[config.mk]
export PLATFORM = sky130hd
export DESIGN_NAME = wb_arbiter
export DESIGN_NICKNAME = d
export VERILOG_FILES = /design/src/rtl/wb_arbiter_pkg.sv /design/src/rtl/wb_arbiter_rr_arbiter.sv /design/src/rtl/wb_arbiter.sv
export SDC_FILE = /design/constraint.sdc
export NUM_CORES = 1
export LEC_CHECK = 0
export BUFFER_PORTS_ARGS = -buffer_cell sky130_fd_sc_hd__buf_2
export CORE_MARGIN = 2
export CORE_UTILIZATION = 35
export CTS_CLUSTER_DIAMETER = 40
export CTS_CLUSTER_SIZE = 10
export DETAILED_ROUTE_END_ITERATION = 6
export HOLD_SLACK_MARGIN = 0.12
export PLACE_DENSITY_LB_ADDON = 0.2
export SLEW_MARGIN = 10
export SYNTH_ARGS = -nofsm -noshare
export SYNTH_HDL_FRONTEND = slang
export SYNTH_SLANG_ARGS = --single-unit
[constraint.sdc]
create_clock -name clk -period 1.9 [get_ports clk]
set_input_delay 0.285 -clock clk [delete_from_list [all_inputs] [get_ports clk]]
set_output_delay 0.285 -clock clk [all_outputs]
set_load 0.01 [all_outputs]
[src/rtl/wb_arbiter_pkg.sv]
// Shared core constants for the writeback arbiter and register scoreboard.
package wb_arbiter_pkg;

    localparam int unsigned REG_ADDR_W = 5;
    localparam int unsigned NUM_REGS   = 32;

endpackage

[src/rtl/wb_arbiter_rr_arbiter.sv]
// Round-robin grant: first asserted request at or after the pointer, wrapping.
module rr_arbiter #(
    parameter int unsigned NUM_REQ = 3,
    parameter int unsigned PTR_W   = $clog2(NUM_REQ)
) (
    input  logic [NUM_REQ-1:0] request,
    input  logic [PTR_W-1:0]   pointer,
    output logic [NUM_REQ-1:0] grant
);

    logic found;

    // Scan priority offsets from the pointer; the first hit wins, later hits are masked.
    always_comb begin
        grant = '0;
        found = 1'b0;
        for (int k = 0; k < int'(NUM_REQ); k++) begin
            for (int j = 0; j < int'(NUM_REQ); j++) begin
                if (!found && request[j] && (j == ((int'(pointer) + k) % int'(NUM_REQ)))) begin
                    grant[j] = 1'b1;
                    found    = 1'b1;
                end
            end
        end
    end

endmodule

[src/rtl/wb_arbiter.sv]
// Writeback arbiter: round-robin choice among requesters, one registered
// register-file write port, and a 32-entry pending-write scoreboard.
module wb_arbiter
    import wb_arbiter_pkg::*;
#(
    parameter int unsigned NUM_REQ = 3,
    parameter int unsigned DATA_W  = 32
) (
    input  logic                         clk,
    input  logic                         rst_n,
    input  logic [NUM_REQ-1:0]           req_valid,
    input  logic [REG_ADDR_W*NUM_REQ-1:0] req_addr,
    input  logic [DATA_W*NUM_REQ-1:0]    req_data,
    output logic [NUM_REQ-1:0]           req_ready,
    input  logic                         rsv_valid,
    input  logic [REG_ADDR_W-1:0]        rsv_addr,
    input  logic [REG_ADDR_W-1:0]        rd_addr_a,
    input  logic [REG_ADDR_W-1:0]        rd_addr_b,
    output logic                         busy_a,
    output logic                         busy_b,
    output logic                         rf_we,
    output logic [REG_ADDR_W-1:0]        rf_waddr,
    output logic [DATA_W-1:0]            rf_wdata
);

    localparam int unsigned PTR_W = $clog2(NUM_REQ);

    logic [PTR_W-1:0]      ptr_q, ptr_d;
    logic [NUM_REQ-1:0]    grant;
    logic                  xfer;
    logic [REG_ADDR_W-1:0] win_addr;
    logic [DATA_W-1:0]     win_data;
    logic                  rf_we_q;
    logic [REG_ADDR_W-1:0] rf_waddr_q;
    logic [DATA_W-1:0]     rf_wdata_q;
    logic [NUM_REGS-1:0]   busy_q, busy_d;

    rr_arbiter #(
        .NUM_REQ (NUM_REQ),
        .PTR_W   (PTR_W)
    ) u_rr_arbiter (
        .request (req_valid),
        .pointer (ptr_q),
        .grant   (grant)
    );

    // Grant only ever covers valid requesters, so any grant bit is a transfer.
    assign req_ready = grant;
    assign xfer      = |grant;

    // Mux the winner's payload and compute the pointer just past the winner.
    always_comb begin
        win_addr = '0;
        win_data = '0;
        ptr_d    = ptr_q;
        for (int j = 0; j < int'(NUM_REQ); j++) begin
            if (grant[j]) begin
                win_addr = req_addr[REG_ADDR_W*j +: REG_ADDR_W];
                win_data = req_data[DATA_W*j +: DATA_W];
                ptr_d    = PTR_W'((j + 1) % int'(NUM_REQ));
            end
        end
    end

    // Round-robin pointer advances only on a transfer.
    always_ff @(posedge clk or negedge rst_n) begin
        if (!rst_n) begin
            ptr_q <= '0;
        end else begin
            ptr_q <= ptr_d;
        end
    end

    // Register the winning write; r0 writes are consumed but never committed.
    always_ff @(posedge clk or negedge rst_n) begin
        if (!rst_n) begin
            rf_we_q    <= 1'b0;
            rf_waddr_q <= '0;
            rf_wdata_q <= '0;
        end else begin
            rf_we_q <= xfer && (win_addr != '0);
            if (xfer) begin
                rf_waddr_q <= win_addr;
                rf_wdata_q <= win_data;
            end
        end
    end

    // Scoreboard update: clear on commit, then set, so a same-edge reserve wins.
    always_comb begin
        busy_d = busy_q;
        if (rf_we_q) begin
            busy_d[rf_waddr_q] = 1'b0;
        end
        if (rsv_valid && (rsv_addr != '0)) begin
            busy_d[rsv_addr] = 1'b1;
        end
        busy_d[0] = 1'b0;
    end

    // Scoreboard state.
    always_ff @(posedge clk or negedge rst_n) begin
        if (!rst_n) begin
            busy_q <= '0;
        end else begin
            busy_q <= busy_d;
        end
    end

    assign busy_a   = busy_q[rd_addr_a];
    assign busy_b   = busy_q[rd_addr_b];
    assign rf_we    = rf_we_q;
    assign rf_waddr = rf_waddr_q;
    assign rf_wdata = rf_wdata_q;

endmodule

==> metrics.cfg, run 1 <==
[status]
status=finished, violations left
violations=negative setup slack

[clock_network]
cts-root-buf=clkbuf_8
numCtsBuffers=9
clock-sinks=71
cts.path.max_buffers=2
insertion_delay_ns=0.36
cts_tree=done
clk_pin_slew_worst_paths_ns=0.08
htreeDepth=3

[timing]
fmax_ghz=0.416
layout_min_cycle_time_ns=2.41
worst_slew_pin_slew_ns=0.416
fin_crit_sh=1.27
rsz0062_at_grt=yes
slew_violations=0
skew_ns=0.0111
slew_headroom=0.722
setup_slack_ns=-0.505
hold_violations=0
setup_viol=44

[pwr]
powerDensity_mw_per_mm2=1930
irDropWorstVdd_mv=0.919
p_leak_nw=2.66

[synth]
synth_area_mm2=0.00385
synthFlopType=dfrtp_1
synth_top_area_cell=dfrtp_1
yosys.area.top_type_share=0.461
yosysSeqAreaShare=0.461
synth_commonest_cells=79 x o21ai_0, 71 x dfrtp_1, 38 x nor2_1
synth_edf_count=0
ys_ff_latch=71
syn_avg_cell_area_um2=9.82
synth.distinct_cells=42
syn-instance-count=392
async_flop_share=1.00
synth.most_common_cell=o21ai_0
yosysWarnings=0
ys_top_cells_by_area=dfrtp_1 46%, mux4_2 11%, o21ai_0 10%, a22oi_1 6.4%, nor2_1 3.7%
syn-num-nets=526

[flow_run]
maxCapViolCount=0

[cells_and_area]
final_layout_size_suffix_gt1_frac=0.565
nNetsFinal=743
fill_cells=912
layout.area.seq_mm2=0.00178
area_delta_synth_final_pct=60.1
final_cell_area_mm2=0.00617
final_core_util=0.571
diodes=0
multi_input_area_mm2=0.00242

[detailed_routing]
drtIter0Drc=257
drtPass1Iterations=5
wl_per_cell_um=18.3
remaining_drc_errors=0
ant_nets=0
wirelength_mm=13.8
vias_per_cell=5.56
vias=4194

[worst_setup_path]
required_ns=1.62
reg2regPathDepth=9
r2r_slack_ns=-0.23
rr_endpoint=rf_we
criticalPathCategory=flip-flop to output port
r2r_start=ptr_q[0]
worstPathMaxFanout=3
worstSetupStartpoint=busy_q[28]
end_kind=output port
crit_arrival_ns=2.12
crit_end=busy_a
setup.worst_path.start_class=flip-flop

[placed_design]
port_buffers=174
gp_congestion=0.871
place_area_mm2=0.00505
place_ws_ns=-0.359
place_hpwl_mm=9.28

[global_routing]
grt_usage=0.250
grt_pass1_vias=4328
antenna_found_initial=0
grt_pass1_wl_mm=22.5
grt_max_degree=53
grt_overflow=0

[worst_hold_path]
hp-class=input pin to flip-flop

[floorplanning]
die_w_um=109
dieArea_mm2=0.0119
io_pins=175
rows=38
die_y_um=109
coreArea_mm2=0.0108
start_util=0.357

[per-stage QoR]
stage	hold slack, ns	power, mW	instances	setup TNS [ns]
3_3_place_gp	0.331	7.59	709	-5.47
4_1_cts	0.148	11.9	754	-10.16
6_report	0.159	11.9	754	-8.19
3_5_place_dp	0.324	7.70	709	-6.11
2_1_floorplan	-0.0106	6.01	392	-1.07
5_1_grt	0.153	12.8	754	-10.55
[registers in the layout (all words and copies together) (netlist names)]
register  flops
rf_waddr      5
rf_wdata     32
busy_q       31
rf_we         1
ptr_q         2
[kinds of logic (layout without fill, tap and decap cells)]
| family | Yosys count | after routing | synth area share |
|---|---|---|---|
| compound gates | 165 | 166 | 0.260 |
| mux | 22 | 22 | 0.117 |
| flops | 71 | 71 | 0.461 |
| simple gates | 98 | 98 | 0.116 |
| fa+ha+maj | 2 | 2 | 0.00650 |
| buf+inv | 34 | 255 | 0.0396 |
[layer usage]
| layer | vias up | wire, µm | global-route usage |
|---|---|---|---|
| li1 | 1930 | - | - |
| met1 | 2065 | 5640 | 0.314 |
| met2 | 180 | 7010 | 0.425 |
| met3 | 19 | 953 | 0.0574 |
| met4 | 0 | 205 | 0.0815 |
| met5 | - | 0 | 0 |
[worst min-delay path by stage]
stage	from	endpoint	slack [ns]	cells after the start
after global routing	req_data[43]	rf_wdata[11]	0.15	3
after detailed placement	rst_n	rf_waddr[0]	0.32	2
after floorplan	rst_n	busy_q[10]	-0.01	0
after CTS	req_data[43]	rf_wdata[11]	0.15	3
final	req_data[43]	rf_wdata[11]	0.16	3
after global placement	rst_n	busy_q[13]	0.33	2
[worst max-delay path, cell delays in order, from the launching register on]
cell and delay [ns]:
dfrtp_1 0.42, mux4_2 0.46, mux4_2 0.48, mux2_4 0.27, buf_6 0.12
[power breakdown]
group          switching (mW)  leakage, nW  internal (mW)
clock                   0.618        0.105          0.676
combinational            3.67         1.73           3.82
sequential              0.809        0.827           2.33
total                    5.10         2.66           6.83
[placed cells by master (no fill, tap or decap), types with 3 or more instances in the layout]
| master | n |
|---|---|
| a21oi_2 | 13 |
| buf_6 | 23 |
| inv_2 | 3 |
| nand3b_1 | 7 |
| nand3_1 | 8 |
| dfrtp_1 | 71 |
| nand2_1 | 30 |
| mux4_2 | 18 |
| buf_2 | 169 |
| nor2_4 | 32 |
| a22oi_1 | 27 |
| inv_1 | 6 |
| nor2_1 | 4 |
| buf_4 | 25 |
| buf_12 | 8 |
| o21ai_2 | 3 |
| a22oi_2 | 6 |
| clkbuf_8 | 11 |
| o21ai_0 | 77 |
| or3_1 | 3 |
| a31oi_1 | 15 |
| nand4_1 | 3 |
[cell type report]
class | count | area share
tap | 140 | 0.0284
clock buffer | 11 | 0.0246
multi-input combinational | 288 | 0.393
timing repair buffer | 230 | 0.251
sequential | 71 | 0.288
clock inverter | 5 | 0.00913
inverter | 9 | 0.00548
[repair_timing]
| action | 4_1_cts | 5_1_grt |
|---|---|---|
| buffers inserted | 19 | 7 |
| pin swaps | 16 | 13 |
| endpoints found under the setup margin | 45 | 45 |
| gates cloned | 9 | 0 |
| gates resized for setup | 114 | 39 |
| hold endpoints to repair | 71 | 0 |
| hold buffers | 1 | 0 |
No activity file was read; power rests on OpenSTA's default activity.
==> run 2: changes to the inputs <==
--- a/config.mk
+++ b/config.mk
@@ -5,14 +5,15 @@
 export SDC_FILE = /design/constraint.sdc
 export NUM_CORES = 1
 export LEC_CHECK = 0
-export BUFFER_PORTS_ARGS = -buffer_cell sky130_fd_sc_hd__buf_2
 export CORE_MARGIN = 2
 export CORE_UTILIZATION = 35
 export CTS_CLUSTER_DIAMETER = 40
 export CTS_CLUSTER_SIZE = 10
 export DETAILED_ROUTE_END_ITERATION = 6
+export DONT_BUFFER_PORTS = 1
 export HOLD_SLACK_MARGIN = 0.12
 export PLACE_DENSITY_LB_ADDON = 0.2
+export SKIP_LAST_GASP = 1
 export SLEW_MARGIN = 10
 export SYNTH_ARGS = -nofsm -noshare
 export SYNTH_HDL_FRONTEND = slang
==> metrics.cfg, run 2 (same netlist as run 1, synthesis figures left out) <==
[status]
status=finished, violations left  ; unchanged
violations=negative hold slack, negative setup slack  ; was negative setup slack

[cells_and_area]
multi_input_area_mm2=0.00241  ; was 0.00242 mm²
area_delta_synth_final_pct=44.3  ; was 60.1%
final_core_util=0.515  ; was 0.571
layout_common_cells=76 x o21ai_0, 71 x dfrtp_1, 31 x nand2_1  ; was 169 x buf_2, 77 x o21ai_0, 71 x dfrtp_1
fin_cells=601  ; was 754
nNetsFinal=592  ; was 743
largest_register_ffs=32  ; unchanged
diodes=0  ; unchanged
layout.area.seq_mm2=0.00178  ; unchanged
layout_commonest_cell=o21ai_0  ; was buf_2
final_layout_size_suffix_gt1_frac=0.354  ; was 0.565
fill_cells=924  ; was 912

[clock_network]
clk_pin_slew_worst_paths_ns=0.08  ; about the same
insertion_delay_ns=0.36  ; about the same
cts.path.max_buffers=2  ; unchanged
numCtsBuffers=9  ; unchanged
cts_tree=done  ; unchanged
htreeDepth=3  ; unchanged
cts-root-buf=clkbuf_8  ; unchanged
cts_hold_buffers=20  ; was 1
clock-sinks=71  ; unchanged

[timing]
rsz0062_at_grt=yes  ; unchanged
fmax_ghz=0.431  ; was 0.416 GHz
hold_violations=71  ; was 0
layout_min_cycle_time_ns=2.32  ; was 2.41 ns
worst_slew_pin_slew_ns=0.511  ; was 0.416 ns
setup_viol=45  ; was 44
slew_violations=0  ; unchanged
skew_ns=0.0116  ; was 0.0111 ns
holdWs_ns=-0.383  ; was 0.159 ns
slew_headroom=0.660  ; was 0.722
fin_crit_sh=1.22  ; was 1.27
setup_slack_ns=-0.421  ; was -0.505 ns

[detailed_routing]
dr_wl_met3_mm=1.17  ; was 953 µm
ant_nets=0  ; unchanged
wirelength_mm=14.0  ; was 13.8 mm
drtPass1Iterations=4  ; was 5
wl_per_cell_um=23.2  ; was 18.3 µm
vias_per_cell=6.08  ; was 5.56
wirelength_met1_mm=5.44  ; was 5.64 mm
remaining_drc_errors=0  ; unchanged
vias=3654  ; was 4194
highest_layer=met4  ; unchanged
wl_met2_mm=7.11  ; was 7.01 mm
drtIter0Drc=214  ; was 257

[placed_design]
place_hpwl_mm=8.45  ; was 9.28 mm
port_buffers=0  ; was 174
dpl.cell_count=530  ; was 709
gp_congestion=0.864  ; was 0.871

[floorplanning]
rows=38  ; unchanged
start_util=0.357  ; unchanged
die_w_um=109  ; unchanged
dieArea_mm2=0.0119  ; unchanged
io_pins=175  ; unchanged
coreArea_mm2=0.0108  ; unchanged
die_y_um=109  ; unchanged

[worst_setup_path]
crit_arrival_ns=2.04  ; was 2.12 ns
worstPathMaxFanout=3  ; unchanged
end_kind=output port  ; unchanged
setup.worst_path.start_class=flip-flop  ; unchanged
r2r_slack_ns=-0.38  ; was -0.23 ns
criticalPathCategory=flip-flop to output port  ; unchanged
required_ns=1.62  ; about the same

[worst_hold_path]
hp-class=input pin to async pin  ; was input pin to flip-flop

[global_routing]
grt_usage=0.238  ; was 0.250
grt_pass1_wl_mm=20.9  ; was 22.5 mm
grt_max_degree=72  ; was 53
antenna_found_initial=0  ; unchanged
grt_pass1_vias=3678  ; was 4328
grt_overflow=0  ; unchanged

[flow_run]
maxCapViolCount=0  ; unchanged

[pwr]
p_leak_nw=2.09  ; was 2.66 nW
powerDensity_mw_per_mm2=2090  ; was 1930 mW/mm²
irDropWorstVdd_mv=1.34  ; was 0.919 mV
finalPower_mw=11.6  ; was 11.9 mW

## run 2: power breakdown
part	internal (mW)	leakage, nW	switching, mW	total (mW)
Clock	0.531	0.0854	0.564	1.10
Sequential	2.33	0.827	1.00	3.34
Combinational	3.87	1.18	3.33	7.20
Total	6.73	2.09	4.90	11.6
## run 2: metrics by stage
step,area (µm²),TNS (ns),setup slack (ns)
global route,5560,-15.63,-0.466
CTS,5210,-14.79,-0.428
global placement,4130,-4.37,-0.156
detailed placement,4130,-4.85,-0.200
floorplan,3950,-1.07,-0.0359
finish,5560,-13.55,-0.421
## run 2: path summary, 6_finish.rpt
| path | start | depth (start not counted) | endpoint |
|---|---|---|---|
| worst max register to register | ptr_q[0] | 11 | rf_wdata[22] |
| min in group clk | req_data[6] | 2 | rf_wdata[6] |
| worst max-delay path | busy_q[31] | 3 | busy_a |
| worst min register to register | busy_q[17] | 2 | busy_q[17] |
| worst min-delay path | rst_n | 0 | busy_q[27] |
| max in group asynchronous | rst_n | 0 | rf_wdata[28] |
## run 2: repair_timing
action | 4_1_cts | 5_1_grt
gates resized for setup | 83 | 60
gates cloned | 11 | 2
endpoints found under the setup margin | 44 | 45
setup buffers | 15 | 17
pin swaps | 20 | 14
hold endpoints to repair | 92 | 71
## run 2: critical path: stages (launching register included)
cell     delay (ns)
dfrtp_1        0.41
mux4_2         0.50
mux4_2         0.49
mux2_4         0.29
## run 2: routing by layer
metal	GRT usage	up-vias
li1	-	1624
met4	0.0916	0
met1	0.304	1824
met3	0.0723	21
met5	0	-
met2	0.378	185
## run 2: final cells by class
cell class / count / share of cell area
Multi-Input combinational cell: 287 / 0.434
Sequential cell: 71 / 0.320
Timing Repair Buffer: 80 / 0.179
Tap cell: 140 / 0.0315
Clock buffer: 13 / 0.0286
Inverter: 9 / 0.00608
Clock inverter: 1 / 0.000901
==> run 3: changes to the inputs <==
--- a/config.mk
+++ b/config.mk
@@ -5,6 +5,7 @@
 export SDC_FILE = /design/constraint.sdc
 export NUM_CORES = 1
 export LEC_CHECK = 0
+export ABC_AREA = 1
 export CORE_MARGIN = 2
 export CORE_UTILIZATION = 35
 export CTS_CLUSTER_DIAMETER = 40
==> metrics.cfg, run 3 <==
[timing]
slew_headroom=0.677  ; was 0.660
skew_ns=0.0115  ; was 0.0116 ns
worst_slew_pin_slew_ns=0.484  ; was 0.511 ns
fmax_ghz=0.448  ; was 0.431 GHz
slew_violations=0  ; unchanged
layout_min_cycle_time_ns=2.23  ; was 2.32 ns
setup_viol=43  ; was 45
hold_violations=71  ; unchanged
rsz0062_at_grt=yes  ; unchanged
fin_crit_sh=1.17  ; was 1.22
setup_slack_ns=-0.330  ; was -0.421 ns
holdWs_ns=-0.380  ; was -0.383 ns

[floorplanning]
die_y_um=110  ; was 109 µm
start_util=0.362  ; was 0.357
coreArea_mm2=0.0109  ; was 0.0108 mm²
io_pins=175  ; unchanged
rows=38  ; unchanged
dieArea_mm2=0.0121  ; was 0.0119 mm²
die_w_um=110  ; was 109 µm

[clock_network]
cts.path.max_buffers=2  ; unchanged
clock-sinks=71  ; unchanged
numCtsBuffers=9  ; unchanged
clk_pin_slew_worst_paths_ns=0.07  ; was 0.08 ns
htreeDepth=3  ; unchanged
insertion_delay_ns=0.35  ; was 0.36 ns
cts_tree=done  ; unchanged
cts-root-buf=clkbuf_8  ; unchanged

[synth]
syn-instance-count=510  ; was 392
yosysSeqAreaShare=0.451  ; was 0.461
syn-num-nets=644  ; was 526
synth_area_mm2=0.00394  ; was 0.00385 mm²
async_flop_share=1.00  ; unchanged
syn_avg_cell_area_um2=7.72  ; was 9.82 µm²
yosysWarnings=0  ; unchanged
synthFlopType=dfrtp_1  ; unchanged
synth_edf_count=0  ; unchanged
synth.most_common_cell=nand2_1  ; was o21ai_0
ys_top_cells_by_area=dfrtp_1 45%, o21ai_0 12%, nand2_1 12%, nand3_1 8.0%, a22oi_1 4.6%  ; was dfrtp_1 46%, mux4_2 11%, o21ai_0 10%, a22oi_1 6.4%, nor2_1 3.7%
synth_commonest_cells=123 x nand2_1, 96 x o21ai_0, 71 x dfrtp_1  ; was 79 x o21ai_0, 71 x dfrtp_1, 38 x nor2_1
ys_ff_latch=71  ; unchanged
synth.distinct_cells=27  ; was 42
yosys.area.top_type_share=0.451  ; was 0.461
synth_top_area_cell=dfrtp_1  ; unchanged

[detailed_routing]
wl_per_cell_um=19.4  ; was 23.2 µm
vias=4363  ; was 3654
wirelength_mm=15.0  ; was 14.0 mm
vias_per_cell=5.64  ; was 6.08
ant_nets=0  ; unchanged
highest_layer=met4  ; unchanged
remaining_drc_errors=0  ; unchanged
wl_met2_mm=7.53  ; was 7.11 mm
drtPass1Iterations=4  ; unchanged
drtIter0Drc=320  ; was 214
wirelength_met1_mm=5.70  ; was 5.44 mm
dr_wl_met3_mm=1.40  ; was 1.17 mm

[worst_setup_path]
end_kind=output port  ; unchanged
criticalPathCategory=flip-flop to output port  ; unchanged
r2r_slack_ns=-0.27  ; was -0.38 ns
r2r_start=ptr_q[0]  ; unchanged
worstPathMaxFanout=3  ; unchanged
required_ns=1.62  ; about the same
reg2regPathDepth=15  ; was 11
rr_endpoint=rf_wdata[8]  ; was rf_wdata[22]
setup.worst_path.start_class=flip-flop  ; unchanged
crit_arrival_ns=1.95  ; was 2.04 ns

[cells_and_area]
final_core_util=0.517  ; was 0.515
layout_common_cells=119 x nand2_1, 89 x o21ai_0, 82 x dlygate4sd3_1  ; was 76 x o21ai_0, 71 x dfrtp_1, 31 x nand2_1
diodes=0  ; unchanged
layout_commonest_cell=nand2_1  ; was o21ai_0
area_delta_synth_final_pct=42.9  ; was 44.3%
final_cell_area_mm2=0.00563  ; was 0.00556 mm²
final_layout_size_suffix_gt1_frac=0.161  ; was 0.354
nNetsFinal=764  ; was 592
largest_register_ffs=32  ; unchanged

[global_routing]
grt_pass1_wl_mm=22.8  ; was 20.9 mm
grt_usage=0.250  ; was 0.238
grt_max_degree=72  ; unchanged
grt_pass1_vias=4402  ; was 3678
grt_overflow=0  ; unchanged
antenna_found_initial=0  ; unchanged

[worst_hold_path]
hp-class=input pin to async pin  ; unchanged

[pwr]
p_switching_mw=4.58  ; was 4.90 mW
p_comb_frac=0.564  ; was 0.619
switching_share=0.448  ; was 0.422
clock_power_share=0.114  ; was 0.094
intPower_mw=5.64  ; was 6.73 mW
seq_power_share=0.322  ; was 0.287
powerDensity_mw_per_mm2=1820  ; was 2090 mW/mm²
irDropWorstVdd_mv=1.01  ; was 1.34 mV
p_leak_nw=2.47  ; was 2.09 nW

[placed_design]
port_buffers=0  ; unchanged
gp_congestion=0.937  ; was 0.864
place_area_mm2=0.00423  ; was 0.00413 mm²
place_hpwl_mm=9.46  ; was 8.45 mm

[status]
status=finished, violations left  ; unchanged
violations=negative hold slack, negative setup slack  ; unchanged

[flow_run]
maxCapViolCount=0  ; unchanged

[run 3: cell count changes after synthesis, moves of 6 or more]
cell / previous run / this run
nand2_1: 31 / 123
nand3_1: 8 / 63
inv_1: 8 / 27
mux4_2: 18 / 0
o21ai_0: 79 / 96
a31oi_1: 17 / 3
o221ai_1: 0 / 10
a22oi_1: 33 / 24
buf_2: 11 / 5
nand3b_1: 7 / 1
[run 3: worst max path at each step]
stage              from      endpoint  slack (ns)  cells past startpoint
2_1_floorplan  ptr_q[0]  rf_wdata[18]       0.009                     14
3_3_place_gp   ptr_q[1]         rf_we       -0.11                     15
3_5_place_dp   ptr_q[1]         rf_we       -0.19                     15
4_1_cts        ptr_q[1]  req_ready[2]       -0.36                     11
5_1_grt        ptr_q[1]  req_ready[2]       -0.43                     11
6_report       ptr_q[0]  req_ready[2]       -0.33                     11
[run 3: cell type report]
class,instances,area [µm²]
clock buffer,11,131
inverter,30,115
tap,140,175
timing repair buffer,129,1280
sequential,71,1780
clock inverter,4,47.5
multi-input combinational,389,2100
fill,974,5260
[run 3: logic make-up after synthesis]
| group | count (synthesis) | share of synthesized area |
|---|---|---|
| AND/OR/NAND/NOR | 230 | 0.249 |
| buffers and inverters | 50 | 0.0616 |
| flip-flops | 71 | 0.451 |
| adder cells (fa/ha/maj) | 2 | 0.00635 |
| AO/OA/AOI/OAI | 157 | 0.232 |
[run 3: power groups by stage]
stage	Sequential, mW	Combinational [mW]	Clock (mW)
after global placement	3.29	4.24	0
after CTS	3.29	5.31	1.19
final	3.29	5.76	1.16
after floorplan	2.99	3.24	0
after global routing	3.38	6.35	1.27
after detailed placement	3.31	4.35	0
[run 3: critical path, stage by stage (launching register included)]
cell and delay, ns:
dfrtp_1 0.38, buf_4 0.14, ha_4 0.16, nand2_4 0.07
nand2_4 0.07, a21oi_4 0.16, nand2_4 0.07, nor2_4 0.11
nand3_2 0.11, nand2_2 0.13, buf_12 0.11, buf_6 0.09
[run 3: routing by layer]
metal / up-vias / GRT usage
met5: - / 0
met4: 0 / 0.101
met3: 29 / 0.0641
met2: 244 / 0.422
met1: 2081 / 0.305
li1: 2009 / -
[run 3: timing repair]
item / CTS / global route
hold buffers: 81 / 1
hold endpoints to repair: 105 / 72
buffers inserted: 11 / 8
gates cloned: 2 / 0
endpoints found under the setup margin: 43 / 45
pin swaps: 10 / 15
resized for setup: 26 / 26
[run 3: per-stage QoR]
step	instances	TNS (ns)	hold slack [ns]	setup WS, ns	total power [mW]
after CTS	765	-9.95	-0.396	-0.356	9.79
after floorplan	510	0	-0.0106	0.00898	6.23
after detailed placement	656	-4.50	-0.00951	-0.190	7.66
after global placement	656	-2.21	-0.00920	-0.107	7.53
after global routing	774	-15.20	-0.407	-0.428	11.0
final	774	-10.14	-0.380	-0.330	10.2
